===== src/rtl/game_state_ctrl_pkg.sv =====
// Shared types and constants for the game supervisor: state encoding, screen
// geometry, default game tuning and the speed-divider rule.
package game_pkg;

   typedef enum logic [1:0] {
      IDLE      = 2'd0,
      PLAYING   = 2'd1,
      HIT       = 2'd2,
      GAME_OVER = 2'd3
   } state_t;

   localparam int unsigned H_RES = 640;
   localparam int unsigned V_RES = 480;

   localparam int unsigned LIVES_DEF      = 3;
   localparam int unsigned INVULN_DEF     = 60;
   localparam int unsigned SCORE_MAX_DEF  = 99;
   localparam int unsigned LEVEL_STEP_DEF = 10;
   localparam int unsigned DIV_START_DEF  = 500000;
   localparam int unsigned DIV_STEP_DEF   = 50000;
   localparam int unsigned DIV_MIN_DEF    = 100000;

   // The floor is tested against the decrement, so the subtraction can never wrap.
   function automatic logic [31:0] calc_divider(input logic [6:0]  score,
                                                input int unsigned level_step,
                                                input int unsigned div_start,
                                                input int unsigned div_step,
                                                input int unsigned div_min);
      logic [31:0] level;
      logic [31:0] dec;
      level = 32'(score) / level_step;
      dec   = level * div_step;
      if (dec >= div_start - div_min)
         return div_min;
      else
         return div_start - dec;
   endfunction

endpackage


===== src/rtl/game_state_ctrl_if.sv =====
// Signal bundle between the renderer/VGA side and the game supervisor.
interface game_state_ctrl_if;
   logic        start_n;
   logic        vsync;
   logic        player_drawing;
   logic        obstacle_drawing;
   logic        obstacle_passed;
   logic        playing;
   logic        game_over;
   logic        invulnerable;
   logic [2:0]  lives;
   logic [6:0]  score;
   logic [6:0]  max_score;
   logic [31:0] speed_divider;

   modport master (
      output start_n, vsync, player_drawing, obstacle_drawing, obstacle_passed,
      input  playing, game_over, invulnerable, lives, score, max_score, speed_divider
   );

   modport slave (
      input  start_n, vsync, player_drawing, obstacle_drawing, obstacle_passed,
      output playing, game_over, invulnerable, lives, score, max_score, speed_divider
   );
endinterface


===== src/rtl/game_state_ctrl_edge_sync.sv =====
// Two-flop synchroniser for an asynchronous active-low key, producing a
// single-cycle pulse on each press (synchronised 1->0 transition).
module edge_sync (
   input  logic clk,
   input  logic rst,
   input  logic async_in,
   output logic pulse
);
   logic meta;
   logic sync;
   logic sync_d;

   // Flops come out of reset as "key released" so no press is seen at startup.
   always_ff @(posedge clk or posedge rst) begin
      if (rst) begin
         meta   <= 1'b1;
         sync   <= 1'b1;
         sync_d <= 1'b1;
      end else begin
         meta   <= async_in;
         sync   <= meta;
         sync_d <= sync;
      end
   end

   assign pulse = sync_d & ~sync;
endmodule


===== src/rtl/game_state_ctrl.sv =====
// Game supervisor: per-frame collision check, lives/invulnerability FSM,
// score and max score, and the game-speed divider.
//
//   state     | meaning
//   ----------+---------------------------------------------------
//   IDLE      | waiting for the first start press after reset
//   PLAYING   | game running, collisions charged once per frame
//   HIT       | just hit, collisions ignored for INVULN_FRAMES
//   GAME_OVER | lives exhausted, max score latched, awaiting start
module game_state_ctrl
   import game_pkg::*;
#(
   parameter int unsigned LIVES         = LIVES_DEF,
   parameter int unsigned INVULN_FRAMES = INVULN_DEF,
   parameter int unsigned SCORE_MAX     = SCORE_MAX_DEF,
   parameter int unsigned LEVEL_STEP    = LEVEL_STEP_DEF,
   parameter int unsigned DIV_START     = DIV_START_DEF,
   parameter int unsigned DIV_STEP      = DIV_STEP_DEF,
   parameter int unsigned DIV_MIN       = DIV_MIN_DEF
) (
   input logic              CLOCK_50,
   input logic              reset,
   game_state_ctrl_if.slave bus
);

   state_t      state;
   logic [2:0]  lives_q;
   logic [6:0]  score_q;
   logic [6:0]  max_q;
   logic [7:0]  invuln_cnt;
   logic        hit_seen;
   logic        vs_prev;
   logic        playing_q;
   logic        game_over_q;
   logic        invuln_q;
   logic [31:0] divider_q;

   logic        start_pulse;
   logic        frame_tick;
   logic        overlap;
   logic        in_game;
   logic [6:0]  score_inc;

   edge_sync u_start_sync (
      .clk      (CLOCK_50),
      .rst      (reset),
      .async_in (bus.start_n),
      .pulse    (start_pulse)
   );

   // vsync is generated in this clock domain, so a single register suffices.
   always_ff @(posedge CLOCK_50 or posedge reset) begin
      if (reset)
         vs_prev <= 1'b0;
      else
         vs_prev <= bus.vsync;
   end

   assign frame_tick = vs_prev & ~bus.vsync;
   assign overlap    = bus.player_drawing & bus.obstacle_drawing;
   assign in_game    = (state == PLAYING) || (state == HIT);

   always_comb begin
      score_inc = score_q;
      if (bus.obstacle_passed && in_game && (score_q < 7'(SCORE_MAX)))
         score_inc = score_q + 7'd1;
   end

   always_ff @(posedge CLOCK_50 or posedge reset) begin
      if (reset) begin
         state       <= IDLE;
         lives_q     <= 3'(LIVES);
         score_q     <= 7'd0;
         max_q       <= 7'd0;
         invuln_cnt  <= 8'd0;
         hit_seen    <= 1'b0;
         playing_q   <= 1'b0;
         game_over_q <= 1'b0;
         invuln_q    <= 1'b0;
      end else begin
         // An overlap on the tick cycle itself belongs to the new frame.
         if (frame_tick)
            hit_seen <= (state == PLAYING) && overlap;
         else if ((state == PLAYING) && overlap)
            hit_seen <= 1'b1;

         case (state)
            IDLE: begin
               if (start_pulse) begin
                  state     <= PLAYING;
                  score_q   <= 7'd0;
                  lives_q   <= 3'(LIVES);
                  hit_seen  <= 1'b0;
                  playing_q <= 1'b1;
               end
            end
            PLAYING: begin
               score_q <= score_inc;
               if (frame_tick && hit_seen) begin
                  lives_q <= lives_q - 3'd1;
                  if (lives_q == 3'd1) begin
                     state       <= GAME_OVER;
                     playing_q   <= 1'b0;
                     game_over_q <= 1'b1;
                  end else begin
                     state      <= HIT;
                     invuln_cnt <= 8'(INVULN_FRAMES);
                     invuln_q   <= 1'b1;
                  end
               end
            end
            HIT: begin
               score_q <= score_inc;
               if (frame_tick) begin
                  invuln_cnt <= invuln_cnt - 8'd1;
                  if (invuln_cnt == 8'd1) begin
                     state    <= PLAYING;
                     invuln_q <= 1'b0;
                  end
               end
            end
            GAME_OVER: begin
               // Score is frozen here, so re-evaluating every cycle only matters on entry.
               if (score_q > max_q)
                  max_q <= score_q;
               if (start_pulse) begin
                  state       <= PLAYING;
                  score_q     <= 7'd0;
                  lives_q     <= 3'(LIVES);
                  hit_seen    <= 1'b0;
                  game_over_q <= 1'b0;
                  playing_q   <= 1'b1;
               end
            end
            default: state <= IDLE;
         endcase
      end
   end

   always_ff @(posedge CLOCK_50 or posedge reset) begin
      if (reset)
         divider_q <= DIV_START;
      else
         divider_q <= calc_divider(score_q, LEVEL_STEP, DIV_START, DIV_STEP, DIV_MIN);
   end

   assign bus.playing       = playing_q;
   assign bus.game_over     = game_over_q;
   assign bus.invulnerable  = invuln_q;
   assign bus.lives         = lives_q;
   assign bus.score         = score_q;
   assign bus.max_score     = max_q;
   assign bus.speed_divider = divider_q;

endmodule


===== src/flat_wrapper.sv =====
// flat-port wrapper written by rule: the top's interface ports become plain ports
module game_state_ctrl_flat import game_pkg::*;
#(
   parameter int unsigned LIVES         = LIVES_DEF,
   parameter int unsigned INVULN_FRAMES = INVULN_DEF,
   parameter int unsigned SCORE_MAX     = SCORE_MAX_DEF,
   parameter int unsigned LEVEL_STEP    = LEVEL_STEP_DEF,
   parameter int unsigned DIV_START     = DIV_START_DEF,
   parameter int unsigned DIV_STEP      = DIV_STEP_DEF,
   parameter int unsigned DIV_MIN       = DIV_MIN_DEF
)
  (CLOCK_50, reset, bus_start_n, bus_vsync, bus_player_drawing, bus_obstacle_drawing, bus_obstacle_passed, bus_playing, bus_game_over, bus_invulnerable, bus_lives, bus_score, bus_max_score, bus_speed_divider);
  game_state_ctrl_if bus_i ();
  input logic CLOCK_50;
  input logic reset;
  input wire logic [$bits(bus_i.start_n)-1:0] bus_start_n;
  input wire logic [$bits(bus_i.vsync)-1:0] bus_vsync;
  input wire logic [$bits(bus_i.player_drawing)-1:0] bus_player_drawing;
  input wire logic [$bits(bus_i.obstacle_drawing)-1:0] bus_obstacle_drawing;
  input wire logic [$bits(bus_i.obstacle_passed)-1:0] bus_obstacle_passed;
  output wire logic [$bits(bus_i.playing)-1:0] bus_playing;
  output wire logic [$bits(bus_i.game_over)-1:0] bus_game_over;
  output wire logic [$bits(bus_i.invulnerable)-1:0] bus_invulnerable;
  output wire logic [$bits(bus_i.lives)-1:0] bus_lives;
  output wire logic [$bits(bus_i.score)-1:0] bus_score;
  output wire logic [$bits(bus_i.max_score)-1:0] bus_max_score;
  output wire logic [$bits(bus_i.speed_divider)-1:0] bus_speed_divider;
  assign bus_i.start_n = bus_start_n;
  assign bus_i.vsync = bus_vsync;
  assign bus_i.player_drawing = bus_player_drawing;
  assign bus_i.obstacle_drawing = bus_obstacle_drawing;
  assign bus_i.obstacle_passed = bus_obstacle_passed;
  assign bus_playing = bus_i.playing;
  assign bus_game_over = bus_i.game_over;
  assign bus_invulnerable = bus_i.invulnerable;
  assign bus_lives = bus_i.lives;
  assign bus_score = bus_i.score;
  assign bus_max_score = bus_i.max_score;
  assign bus_speed_divider = bus_i.speed_divider;
  game_state_ctrl #(.LIVES(LIVES), .INVULN_FRAMES(INVULN_FRAMES), .SCORE_MAX(SCORE_MAX), .LEVEL_STEP(LEVEL_STEP), .DIV_START(DIV_START), .DIV_STEP(DIV_STEP), .DIV_MIN(DIV_MIN)) u_core (.CLOCK_50(CLOCK_50), .reset(reset), .bus(bus_i));
endmodule

===== config.mk =====
export PLATFORM = sky130hd
export DESIGN_NAME = game_state_ctrl_flat
export DESIGN_NICKNAME = d
export VERILOG_FILES = /design/src/rtl/game_state_ctrl_pkg.sv /design/src/rtl/game_state_ctrl_if.sv /design/src/rtl/game_state_ctrl_edge_sync.sv /design/src/rtl/game_state_ctrl.sv /design/src/flat_wrapper.sv
export SDC_FILE = /design/constraint.sdc
export NUM_CORES = 1
export LEC_CHECK = 0
export BUFFER_PORTS_ARGS = -buffer_cell sky130_fd_sc_hd__clkbuf_2
export CORE_MARGIN = 1.5
export CORE_UTILIZATION = 59
export DETAILED_ROUTE_END_ITERATION = 16
export PLACE_DENSITY_LB_ADDON = 0.12
export SETUP_SLACK_MARGIN = 0.5
export SLEW_MARGIN = 20
export SYNTH_ARGS = -nofsm -noshare
export SYNTH_HDL_FRONTEND = slang
export SYNTH_HIERARCHICAL = 1
export SYNTH_SLANG_ARGS = --single-unit

===== constraint.sdc =====
create_clock -name CLOCK_50 -period 7.1 [get_ports CLOCK_50]
set_input_delay 0.355 -clock CLOCK_50 [delete_from_list [all_inputs] [get_ports CLOCK_50]]
set_output_delay 0.355 -clock CLOCK_50 [all_outputs]
set_load 0.005 [all_outputs]

==> flow_summary_export.csv, run 1 <==
group,metric,value,unit
status,run_status,"finished clean",
cells_and_area,final.fill_count,585,
global_route,globalRoute.totalOverflow,0,
setup_path,timing.critical_path.arrival,6.60,ns
sta,final-max-slew-violation-count,0,
sta,setup_repair_after_global_routing_missed_its_margin,"false",
clocking,cts_tree,"built",
global_route,maximum_number_of_pins_on_one_net_before_global_route_repair,61,
sta,fin_worst_skew,0.00803,ns
route,vias,3672,
sta,total_neg_setup_slack,0,ns
place,postPlaceCellArea,4690,um^2
setup_path,setup.worst_path.end_class,"flip-flop",
cells_and_area,area_of_combinational_cells_with_multiple_inputs,2580,um^2
flow_run,max_cap_violations,0,
logic_synthesis,synth_edf_count,0,
setup_path,worstPathRequired,7.32,ns
floorplan,fp-row-count,31,
setup_path,worst_setup_path_start_kind,"flip-flop",
clocking,postCtsSetupRepairBufs,0,
floorplan,initial_core_util,60.4,%
floorplan,floorplan.core_area,7210,um^2
route,detail_route.vias_per_cell,5.84,
cells_and_area,layout.nets,577,
power_and_ir_drop,power_density,300,nW/um^2
setup_path,critical-path-top-cell-by-count,"sky130_fd_sc_hd__ha_1",
worst_hold_path,worstHoldPathType,"in2async",
clocking,clock_input_transition_at_the_sequential_cells_of_the_worst_setup_and_hold_paths,0.07,ns
setup_path,worst-r2r-setup-slack,0.72,ns
logic_synthesis,syn_inst,474,
clocking,cts-htree-levels,3,
logic_synthesis,synth_seq_cells,63,
route,routed_wirelength,9730,um
cells_and_area,stdcell_area,4980,um^2
place,place.port_buffers,54,
logic_synthesis,sequential_fraction_of_the_synthesis_area,36.5,%
logic_synthesis,dominantRegCellSynth,"sky130_fd_sc_hd__dfrtp_1",
cells_and_area,area.sequential,1590,um^2
route,post_route_antenna_net_violation_count,0,
clocking,cts_inserted_buffers,9,
setup_path,timing.critical_path.fanout_max,12,
place,place_worst_setup_slack,0.540,ns
floorplan,fp.dieArea,7910,um^2
route,drt_iter0_markers,290,
setup_path,crit_path_top_delay_cell,"sky130_fd_sc_hd__fa_1",
setup_path,critical_path.startpoint,"u_core/bus.score[4]$_DFFE_PP0P_",
global_route,grt_pass1_wl,15700,um
sta,post-route-min-period,6.38,ns
clocking,holdBufCountCts,0,
setup_path,timing.rr.start,"u_core/bus.score[4]$_DFFE_PP0P_",
sta,post-route-worst-setup-slack,0.719,ns
clocking,cts.root.buffer_cell,"sky130_fd_sc_hd__clkbuf_8",
route,remaining_drc_errors,0,
clocking,clock_insertion_delay_worst_skew,0.33,ns
cells_and_area,antenna_cells_inserted,0,
sta,finalSetupViolations,0,
logic_synthesis,synth_area,4360,um^2
sta,finalHoldViolations,0,
setup_path,critPathKind,"reg2reg",
route,drt_first_pass_iters,5,
setup_path,crit_buf_inv,3,
setup_path,timing.critical_path.max_delay_family,"adder cells",
floorplan,fp.dieH,89.0,um
logic_synthesis,syn-mean-instance-area,9.20,um^2
clocking,clock_sink_count,63,
power_and_ir_drop,vdd.ir_drop.worst,0.210,mV
global_route,first_global_vias,3344,
logic_synthesis,yosysWarnings,6,
global_route,grt_antenna_before_repair,0,
sta,timing.slew.headroom,46.1,%
cells_and_area,area_growth_syn_to_layout,14.4,%
power_and_ir_drop,cellLeakagePower,2.46,nW
setup_path,slowest_delay,0.57,ns
route,routedWlPerCell,15.5,um
global_route,gr-usage-all-layers,25.7,%
place,gp_congestion,0.912,
cells_and_area,layout.core_utilization,69.1,%
clocking,maximum_clock_path_buffer_count,2,
place,place.detailed.hpwl,6680,um
sta,achievable-frequency,157,MHz
sta,hold_slack,0.0796,ns
floorplan,floorplan_die_width,89.0,um
cells_and_area,layout_cells_sized_above_1,22.8,%
logic_synthesis,synthDistinctLibCells,70,
sta,period_share,89.9,%
sta,worst-slew-pin-transition,0.809,ns
floorplan,num_io_pins,59,
logic_synthesis,fraction_of_synthesis_flops_using_an_asynchronous_set_or_reset_pin,100,%
-- logic make-up after synthesis --
| group | after synthesis | share of synthesized area (%) |
|---|---|---|
| and+or+nand+nor | 148 | 17.6 |
| other | 1 | 0.0860 |
| muxes | 12 | 2.90 |
| xor gates and xnor gates | 21 | 4.22 |
| AOI/OAI and AO/OA | 122 | 19.0 |
| DFF | 63 | 36.5 |
| buffers and inverters | 60 | 5.97 |
| adders and majority gates | 47 | 13.7 |
-- metal layers --
metal | global-route usage (%) | vias up | routed length [um]
li1 | - | 1763 | -
met1 | 34.0 | 1754 | 4320
met2 | 42.6 | 137 | 4720
met3 | 3.79 | 18 | 491
met4 | 9.93 | 0 | 192
met5 | 0 | - | 0
-- Yosys cell counts (4+ instances only) --
library cell	number	area, um^2
sky130_fd_sc_hd__mux2i_1	7	70.1
sky130_fd_sc_hd__nand3_1	13	65.1
sky130_fd_sc_hd__o31ai_1	5	37.5
sky130_fd_sc_hd__buf_2	4	20.0
sky130_fd_sc_hd__a21oi_1	26	130
sky130_fd_sc_hd__a31oi_1	7	43.8
sky130_fd_sc_hd__dfstp_2	12	315
sky130_fd_sc_hd__nand2b_1	9	56.3
sky130_fd_sc_hd__o21a_1	15	113
sky130_fd_sc_hd__xor2_1	9	78.8
sky130_fd_sc_hd__xnor2_1	12	105
sky130_fd_sc_hd__nor4_1	6	37.5
sky130_fd_sc_hd__o21ai_0	33	165
sky130_fd_sc_hd__ha_1	43	538
sky130_fd_sc_hd__nand2_1	40	150
sky130_fd_sc_hd__mux2_2	5	56.3
sky130_fd_sc_hd__clkbuf_1	12	45.0
sky130_fd_sc_hd__inv_1	34	128
sky130_fd_sc_hd__buf_4	6	45.0
sky130_fd_sc_hd__nor2b_1	8	50.1
sky130_fd_sc_hd__and3_1	5	31.3
sky130_fd_sc_hd__dfrtp_1	51	1280
sky130_fd_sc_hd__nand4_1	4	25.0
sky130_fd_sc_hd__nor2_1	36	135
-- through the flow --
step | power [mW] | cells
after floorplan | 0.946 | 478
after global placement | 1.09 | 613
after detailed placement | 1.12 | 613
after CTS | 1.49 | 629
after global routing | 1.60 | 629
final | 1.50 | 629
-- cell type report --
type                       instances  share of cell area (%)
tap                               99                    2.48
timing repair buffer              60                    6.33
multi-input combinational        355                    51.7
clock buffer                      12                    3.31
sequential                        63                    31.9
clock inverter                     4                    1.53
inverter                          36                    2.71
-- layout by cell type, fill, tap and decap left out, types with 3 or more instances in the layout --
| cell type | instances |
|---|---|
| sky130_fd_sc_hd__and3_1 | 5 |
| sky130_fd_sc_hd__mux2i_1 | 7 |
| sky130_fd_sc_hd__a21oi_1 | 25 |
| sky130_fd_sc_hd__a31oi_1 | 7 |
| sky130_fd_sc_hd__nor2b_1 | 7 |
| sky130_fd_sc_hd__o21a_1 | 15 |
| sky130_fd_sc_hd__xnor2_1 | 12 |
| sky130_fd_sc_hd__dfrtp_1 | 51 |
| sky130_fd_sc_hd__nor4_1 | 6 |
| sky130_fd_sc_hd__nor3_1 | 3 |
| sky130_fd_sc_hd__buf_4 | 6 |
| sky130_fd_sc_hd__nand4_1 | 4 |
| sky130_fd_sc_hd__inv_2 | 3 |
| sky130_fd_sc_hd__conb_1 | 5 |
| sky130_fd_sc_hd__and2_1 | 3 |
| sky130_fd_sc_hd__nand3b_1 | 3 |
| sky130_fd_sc_hd__mux2_2 | 5 |
| sky130_fd_sc_hd__nand2_1 | 39 |
| sky130_fd_sc_hd__clkbuf_2 | 54 |
| sky130_fd_sc_hd__nor2_1 | 36 |
| sky130_fd_sc_hd__clkbuf_8 | 12 |
| sky130_fd_sc_hd__nor2b_4 | 3 |
| sky130_fd_sc_hd__inv_1 | 33 |
| sky130_fd_sc_hd__dfstp_2 | 12 |
| sky130_fd_sc_hd__o31ai_1 | 5 |
| sky130_fd_sc_hd__xor2_1 | 8 |
| sky130_fd_sc_hd__nand2b_1 | 9 |
| sky130_fd_sc_hd__nand3_1 | 12 |
| sky130_fd_sc_hd__ha_1 | 42 |
| sky130_fd_sc_hd__o21ai_0 | 33 |
-- power by group --
part | total (mW) | switching, mW | internal (mW)
combinational | 0.602 | 0.339 | 0.263
clock | 0.368 | 0.141 | 0.227
sequential | 0.526 | 0.0732 | 0.453
total | 1.50 | 0.553 | 0.943
-- worst paths after layout --
path | endpoint | cells past startpoint
max reg2reg | u_core/bus.speed_divider[27]$_DFF_PP0_ | 25
max | u_core/bus.speed_divider[27]$_DFF_PP0_ | 25
min reg2reg | u_core/u_start_sync/sync$_DFF_PP1_ | 0
min in group CLOCK_50 | u_core/u_start_sync/meta$_DFF_PP1_ | 1
max in group asynchronous | u_core/bus.speed_divider[26]$_DFF_PP0_ | 3
min | u_core/u_start_sync/sync_d$_DFF_PP1_ | 2
-- sequential cells by signal (all words and copies together) (netlist names), 2 cells and up --
register	flops
u_core/bus.speed_divider	28
u_core/invuln_cnt	8
u_core/bus.max_score	7
u_core/bus.score	7
u_core/bus.lives	3
u_core/state	2
-- timing repair --
action / 4_1_cts / 5_1_grt
gates resized for setup: 1 / 10
endpoints found under the setup margin: 9 / 17
pin swaps: 0 / 1
No activity file was read; power rests on OpenSTA's default activity.
==> inputs of run 2 (changes only) <==
--- a/config.mk
+++ b/config.mk
@@ -5,7 +5,7 @@
 export SDC_FILE = /design/constraint.sdc
 export NUM_CORES = 1
 export LEC_CHECK = 0
-export BUFFER_PORTS_ARGS = -buffer_cell sky130_fd_sc_hd__clkbuf_2
+export BUFFER_PORTS_ARGS = -buffer_cell sky130_fd_sc_hd__buf_2
 export CORE_MARGIN = 1.5
 export CORE_UTILIZATION = 59
 export DETAILED_ROUTE_END_ITERATION = 16
==> run 2 against run 1 <==
Effect of this change:
- combinational power down 1%
- sequential power down 1%
- clock skew about the same
- final cell count up 0.32%
- critical path type unchanged
- highest routed layer unchanged
- via count down 0.79%
- final area down 0.18%
- utilization down 0.12 points
- worst hold slack worse by 0.0076 ns
- register-to-register slack better by 0.12 ns
- sequential cell count unchanged
==> flow_summary_export.csv, run 2 (synthesized netlist as in run 1, its figures left out) <==
group,metric,value,unit
floorplan,floorplan_die_width,89.0,um
route,vias,3643,
setup_path,worstPathRequired,7.33,ns
power_and_ir_drop,cellLeakagePower,2.47,nW
cells_and_area,layout.nets,579,
floorplan,initial_core_util,60.4,%
sta,post-route-min-period,6.26,ns
setup_path,critical_path.startpoint,"u_core/bus.score[4]$_DFFE_PP0P_",
clocking,holdBufCountCts,0,
clocking,cts_tree,"built",
global_route,grt-busiest-layer,"met2",
power_and_ir_drop,vdd.ir_drop.worst,0.200,mV
setup_path,setup.worst_path.end_class,"flip-flop",
sta,fin_worst_skew,0.00852,ns
route,detail_route.vias_per_cell,5.77,
setup_path,critPathKind,"reg2reg",
sta,timing.slew.headroom,46.4,%
setup_path,timing.critical_path.fanout_max,12,
setup_path,timing.rr.start,"u_core/bus.score[4]$_DFFE_PP0P_",
status,run_status,"finished clean",
flow_run,max_cap_violations,0,
sta,achievable-frequency,160,MHz
global_route,globalRoute.totalOverflow,0,
place,postPlaceCellArea,4690,um^2
clocking,clock_sink_count,63,
sta,final-max-slew-violation-count,0,
route,drt_iter0_markers,194,
global_route,grt_antenna_before_repair,0,
route,post_route_antenna_net_violation_count,0,
cells_and_area,stdcell_area,4980,um^2
floorplan,fp.dieH,89.0,um
floorplan,num_io_pins,59,
cells_and_area,antenna_cells_inserted,0,
cells_and_area,layout_common_cells,"54 x sky130_fd_sc_hd__buf_2, 51 x sky130_fd_sc_hd__dfrtp_1, 42 x sky130_fd_sc_hd__ha_1",
global_route,grt_pass1_wl,15100,um
global_route,grt_util_met1,31.4,%
sta,setup_repair_after_global_routing_missed_its_margin,"false",
clocking,maximum_clock_path_buffer_count,2,
cells_and_area,layout_commonest_cell,"sky130_fd_sc_hd__buf_2",
global_route,groute.layer.met2.usage,40.2,%
sta,finalSetupViolations,0,
sta,total_neg_setup_slack,0,ns
floorplan,floorplan.core_area,7210,um^2
sta,hold_slack,0.0720,ns
cells_and_area,layout_cells_sized_above_1,22.6,%
setup_path,worst_setup_path_start_kind,"flip-flop",
sta,period_share,88.2,%
setup_path,timing.critical_path.arrival,6.49,ns
power_and_ir_drop,power_density,295,nW/um^2
place,gp_congestion,0.910,
global_route,grtUsageMet3,4.52,%
clocking,cts.root.buffer_cell,"sky130_fd_sc_hd__clkbuf_8",
cells_and_area,largest_register_ffs,28,
sta,finalHoldViolations,0,
sta,worst-slew-pin-transition,0.804,ns
floorplan,fp-row-count,31,
route,drt_first_pass_iters,5,
worst_hold_path,worstHoldPathType,"in2async",
cells_and_area,layout.core_utilization,69.0,%
global_route,gr-usage-all-layers,24.6,%
place,place.port_buffers,54,
clocking,cts-htree-levels,3,
global_route,first_global_vias,3348,
cells_and_area,final.fill_count,609,
floorplan,fp.dieArea,7910,um^2
place,place.detailed.hpwl,6520,um
clocking,cts_inserted_buffers,9,
route,routed_wirelength,9200,um
clocking,clock_input_transition_at_the_sequential_cells_of_the_worst_setup_and_hold_paths,0.07,ns
cells_and_area,area_growth_syn_to_layout,14.2,%
power_and_ir_drop,fin_total_pwr,1.47,mW
route,routedWlPerCell,14.6,um
clocking,clock_insertion_delay_worst_skew,0.34,ns
route,remaining_drc_errors,0,
global_route,maximum_number_of_pins_on_one_net_before_global_route_repair,61,
-- run 2: timing repair --
action,4_1_cts,5_1_grt
setup endpoints to repair,8,16
setup buffers,0,2
resized for setup,1,8
-- run 2: stage by stage --
step,cells,setup WS [ns]
finish,631,0.835
global route,631,0.509
CTS,629,0.529
detailed placement,613,0.536
global placement,613,0.836
floorplan,478,1.20
-- run 2: path summary, 6_finish.rpt --
| kind | end | slack, ns | cells past startpoint |
|---|---|---|---|
| setup reg to reg | u_core/bus.speed_divider[19]$_DFF_PP0_ | 0.84 | 24 |
| setup / recovery | u_core/bus.speed_divider[19]$_DFF_PP0_ | 0.84 | 24 |
| min in group CLOCK_50 | u_core/u_start_sync/meta$_DFF_PP1_ | 0.11 | 1 |
| hold / removal | u_core/u_start_sync/meta$_DFF_PP1_ | 0.07 | 2 |
| max in group asynchronous | u_core/bus.speed_divider[26]$_DFF_PP0_ | 6.38 | 3 |
| hold reg to reg | u_core/u_start_sync/sync$_DFF_PP1_ | 0.36 | 0 |
-- run 2: routing by layer --
layer  share of wire [%]  wire [um]
met1                  46       4230
met2                  47       4300
met3                 5.1        466
met4                 2.3        213
met5                   0          0
-- run 2: worst max-delay path, cell delays in order, from the launching register on --
cell and delay [ns]:
sky130_fd_sc_hd__dfrtp_1 0.41, sky130_fd_sc_hd__nor2_4 0.19, sky130_fd_sc_hd__inv_1 0.06, sky130_fd_sc_hd__ha_1 0.40, sky130_fd_sc_hd__inv_2 0.08, sky130_fd_sc_hd__a2111oi_2 0.49, sky130_fd_sc_hd__a311oi_2 0.11, sky130_fd_sc_hd__and3_1 0.22
sky130_fd_sc_hd__maj3_1 0.34, sky130_fd_sc_hd__mux2i_1 0.23, sky130_fd_sc_hd__nand3_2 0.19, sky130_fd_sc_hd__ha_4 0.40, sky130_fd_sc_hd__ha_1 0.27, sky130_fd_sc_hd__fa_1 0.55, sky130_fd_sc_hd__ha_1 0.17, sky130_fd_sc_hd__inv_1 0.05
sky130_fd_sc_hd__fa_1 0.39, sky130_fd_sc_hd__nand2b_1 0.18, sky130_fd_sc_hd__a21boi_0 0.33, sky130_fd_sc_hd__xor2_2 0.30, sky130_fd_sc_hd__inv_1 0.09, sky130_fd_sc_hd__o21ai_2 0.21, sky130_fd_sc_hd__and3_1 0.28, sky130_fd_sc_hd__xnor2_1 0.14
sky130_fd_sc_hd__nor2_1 0.05
-- run 2: layout make-up --
type	count	area, um^2	share of cell area [%]
Multi-Input combinational cell	355	2570	51.7
Sequential cell	63	1590	32.0
Timing Repair Buffer	62	330	6.64
Clock buffer	11	141	2.84
Inverter	36	135	2.72
Tap cell	99	124	2.49
Clock inverter	5	81.3	1.63
-- run 2: power by group --
part | switching [mW] | internal, mW
sequential | 0.0680 | 0.453
clock | 0.143 | 0.207
combinational | 0.332 | 0.262
==> inputs of run 3 (changes only) <==
--- a/config.mk
+++ b/config.mk
@@ -5,9 +5,10 @@
 export SDC_FILE = /design/constraint.sdc
 export NUM_CORES = 1
 export LEC_CHECK = 0
+export ABC_AREA = 1
 export BUFFER_PORTS_ARGS = -buffer_cell sky130_fd_sc_hd__buf_2
 export CORE_MARGIN = 1.5
-export CORE_UTILIZATION = 59
+export CORE_UTILIZATION = 58
 export DETAILED_ROUTE_END_ITERATION = 16
 export PLACE_DENSITY_LB_ADDON = 0.12
 export SETUP_SLACK_MARGIN = 0.5
==> run 3 against run 2 <==
Effect of this change:
- worst hold slack got worse by 0.018 ns
- largest cell class unchanged
- setup slack improved by 0.13 ns
- critical endpoint is now u_core/bus.speed_divider[20]$_DFF_PP0_
- register-to-register slack improved by 0.13 ns
- clock power rose by 1%
- total power fell by 19%
- critical path depth rose by 7
- largest power group is now registers
- non-clock buffer count fell by 7
- highest routed layer unchanged
- maximum frequency rose by 2.1%
==> flow_summary_export.csv, run 3 <==
group,metric,value,unit
status,run_status,"finished clean",
clocking,clock_sink_count,63,
setup_path,timing.critical_path.max_delay_family,"simple AND/OR/NAND/NOR gates",
cells_and_area,layout.nets,611,
floorplan,initial_core_util,59.8,%
clocking,clock_input_transition_at_the_sequential_cells_of_the_worst_setup_and_hold_paths,0.08,ns
setup_path,worstPathRequired,7.31,ns
route,remaining_drc_errors,0,
logic_synthesis,dominantRegCellSynth,"sky130_fd_sc_hd__dfrtp_1",
setup_path,crit_buf_inv,3,
place,postPlaceCellArea,4430,um^2
logic_synthesis,fraction_of_synthesis_flops_using_an_asynchronous_set_or_reset_pin,100,%
global_route,gr-usage-all-layers,24.6,%
sta,fin_worst_skew,0.0124,ns
floorplan,fp.dieH,86.7,um
setup_path,timing.critical_path.fanout_max,9,
place,gp_congestion,0.879,
place,place.port_buffers,54,
sta,period_share,86.4,%
sta,finalHoldViolations,0,
sta,post-route-min-period,6.14,ns
place,placed_instance_count,644,
cells_and_area,area_of_combinational_cells_with_multiple_inputs,2120,um^2
sta,worst-slew-pin-transition,0.855,ns
setup_path,worst_setup_path_start_kind,"flip-flop",
clocking,maximum_clock_path_buffer_count,2,
logic_synthesis,synth_seq_cells,63,
global_route,maximum_number_of_pins_on_one_net_before_global_route_repair,38,
clocking,postCtsSetupRepairBufs,0,
cells_and_area,final.fill_count,553,
global_route,globalRoute.totalOverflow,0,
power_and_ir_drop,fin_total_pwr,1.19,mW
sta,timing.slew.headroom,42.7,%
place,place.detailed.hpwl,6650,um
cells_and_area,layout_cells_sized_above_1,21.1,%
setup_path,slowest_delay,0.55,ns
logic_synthesis,synth_top_area_cell,"sky130_fd_sc_hd__dfrtp_1",
floorplan,floorplan_die_width,86.7,um
floorplan,fp-row-count,30,
global_route,first_global_vias,3163,
clocking,cts.root.buffer_cell,"sky130_fd_sc_hd__clkbuf_8",
logic_synthesis,yosysWarnings,6,
route,vias,3459,
route,detail_route.vias_per_cell,5.24,
route,drt_first_pass_iters,5,
route,post_route_antenna_net_violation_count,0,
logic_synthesis,synth_top_cells_by_area,"sky130_fd_sc_hd__dfrtp_1 31%, sky130_fd_sc_hd__ha_1 13%, sky130_fd_sc_hd__dfstp_2 7.8%",
setup_path,critPathKind,"reg2reg",
power_and_ir_drop,vdd.ir_drop.worst,0.125,mV
clocking,cts_tree,"built",
clocking,holdBufCountCts,0,
sta,total_neg_setup_slack,0,ns
clocking,clock_insertion_delay_worst_skew,0.34,ns
setup_path,critical-path-top-cell-by-count,"sky130_fd_sc_hd__nand2_1",
logic_synthesis,synthTopCellsByCount,"81 x sky130_fd_sc_hd__inv_1, 79 x sky130_fd_sc_hd__nand2_1, 51 x sky130_fd_sc_hd__dfrtp_1",
logic_synthesis,area_share_of_the_largest_cell_type_after_synthesis,31.4,%
cells_and_area,antenna_cells_inserted,0,
setup_path,setup.worst_path.end_class,"flip-flop",
clocking,cts_inserted_buffers,9,
setup_path,timing.critical_path.arrival,6.34,ns
clocking,cts-htree-levels,3,
power_and_ir_drop,power_density,255,nW/um^2
logic_synthesis,syn_inst,497,
sta,final-max-slew-violation-count,0,
sta,setup_repair_after_global_routing_missed_its_margin,"false",
sta,hold_slack,0.0543,ns
logic_synthesis,synth_edf_count,0,
floorplan,num_io_pins,59,
cells_and_area,stdcell_area,4660,um^2
flow_run,max_cap_violations,0,
floorplan,fp.dieArea,7510,um^2
logic_synthesis,synth_area,4060,um^2
cells_and_area,area.sequential,1590,um^2
global_route,grt_antenna_before_repair,0,
floorplan,floorplan.core_area,6790,um^2
power_and_ir_drop,cellLeakagePower,2.52,nW
logic_synthesis,most_frequently_used_cell_type_in_the_post_synthesis_netlist,"sky130_fd_sc_hd__inv_1",
sta,achievable-frequency,163,MHz
setup_path,crit_path_top_delay_cell,"sky130_fd_sc_hd__fa_1",
route,routed_wirelength,8630,um
route,routedWlPerCell,13.1,um
cells_and_area,layout_common_cells,"80 x sky130_fd_sc_hd__inv_1, 79 x sky130_fd_sc_hd__nand2_1, 54 x sky130_fd_sc_hd__buf_2",
cells_and_area,layout_commonest_cell,"sky130_fd_sc_hd__inv_1",
logic_synthesis,syn-mean-instance-area,8.17,um^2
cells_and_area,instances_no_fill,660,
cells_and_area,area_growth_syn_to_layout,14.8,%
worst_hold_path,worstHoldPathType,"in2async",
route,drt_iter0_markers,163,
logic_synthesis,sequential_fraction_of_the_synthesis_area,39.2,%
global_route,grt_pass1_wl,14500,um
sta,finalSetupViolations,0,
cells_and_area,largest_register_ffs,28,
logic_synthesis,synthDistinctLibCells,40,
-- run 3: changes by cell type after synthesis, moves of 9 or more --
cell	delta
sky130_fd_sc_hd__a21oi_1	+11
sky130_fd_sc_hd__nand3_1	+13
sky130_fd_sc_hd__nand2b_1	-9
sky130_fd_sc_hd__nand2_2	+10
sky130_fd_sc_hd__nor2_1	+10
sky130_fd_sc_hd__nand2_1	+39
sky130_fd_sc_hd__o21a_1	-13
sky130_fd_sc_hd__xnor2_1	-11
sky130_fd_sc_hd__inv_1	+47
sky130_fd_sc_hd__clkbuf_1	-9
-- run 3: final timing paths --
path                                                          from                                     end  slack, ns  cells after the start
worst max register to register     u_core/bus.score[4]$_DFFE_PP0P_  u_core/bus.speed_divider[20]$_DFF_PP0_       0.96                     31
worst min register to register  u_core/u_start_sync/meta$_DFF_PP1_      u_core/u_start_sync/sync$_DFF_PP1_       0.36                      0
worst min-delay path                                         reset  u_core/bus.speed_divider[31]$_DFF_PP0_       0.05                      2
worst max-delay path               u_core/bus.score[4]$_DFFE_PP0P_  u_core/bus.speed_divider[20]$_DFF_PP0_       0.96                     31
min in group CLOCK_50                                  bus_start_n      u_core/u_start_sync/meta$_DFF_PP1_       0.12                      1
max in group asynchronous                                    reset         u_core/bus.lives[0]$_DFFE_PP1P_       6.18                      3
-- run 3: repair_timing --
action	CTS	global route
setup endpoints to repair	0	9
resized for setup	0	2
endpoints found under the hold margin	0	0
-- run 3: area by class of cell --
cell class	count	area share [%]
multi-input combinational	343	45.4
sequential	63	34.1
clock buffer	9	2.66
inverter	87	7.06
tap	96	2.58
timing repair buffer	55	5.96
clock inverter	7	2.20
-- run 3: cells by family (layout without fill, tap and decap cells) --
family          after synthesis  count (layout)  share of synthesized area [%]
simple gates                194             194                           22.5
buf+inv                      95             158                           9.24
compound gates               90              90                           12.8
flops                        63              63                           39.2
fa+ha+maj                    45              45                           14.2
xor+xnor                      9               9                           1.94
other cells                   1               5                         0.0923
-- run 3: worst reg2reg max path, delay by kind of cell, from the launching register on --
kind / cells / cell delay, ns
flip-flops: 1 / 0.49
AO/OA/AOI/OAI: 6 / 1.04
AND/OR/NAND/NOR: 16 / 2.21
adder cells (fa/ha/maj): 6 / 2.08
buffers and inverters: 3 / 0.17
-- run 3: layer usage --
metal	up-vias	GRT usage [%]	routed length, um
li1	1735	-	-
met1	1603	33.5	4110
met2	112	39.3	3970
met3	9	5.52	446
met4	0	7.48	104
met5	-	0	0
-- run 3: report_power, final --
group / switching [mW] / internal (mW)
Clock: 0.152 / 0.202
Combinational: 0.233 / 0.135
Sequential: 0.0472 / 0.417
Total: 0.433 / 0.754
-- run 3: through the flow --
stage / worst slack (ns) / util, %
CTS: 0.866 / 68.5
floorplan: 1.57 / -
finish: 0.965 / 68.6
detailed placement: 0.884 / 65.2
global placement: 1.17 / 65.2
global route: 0.534 / 68.6
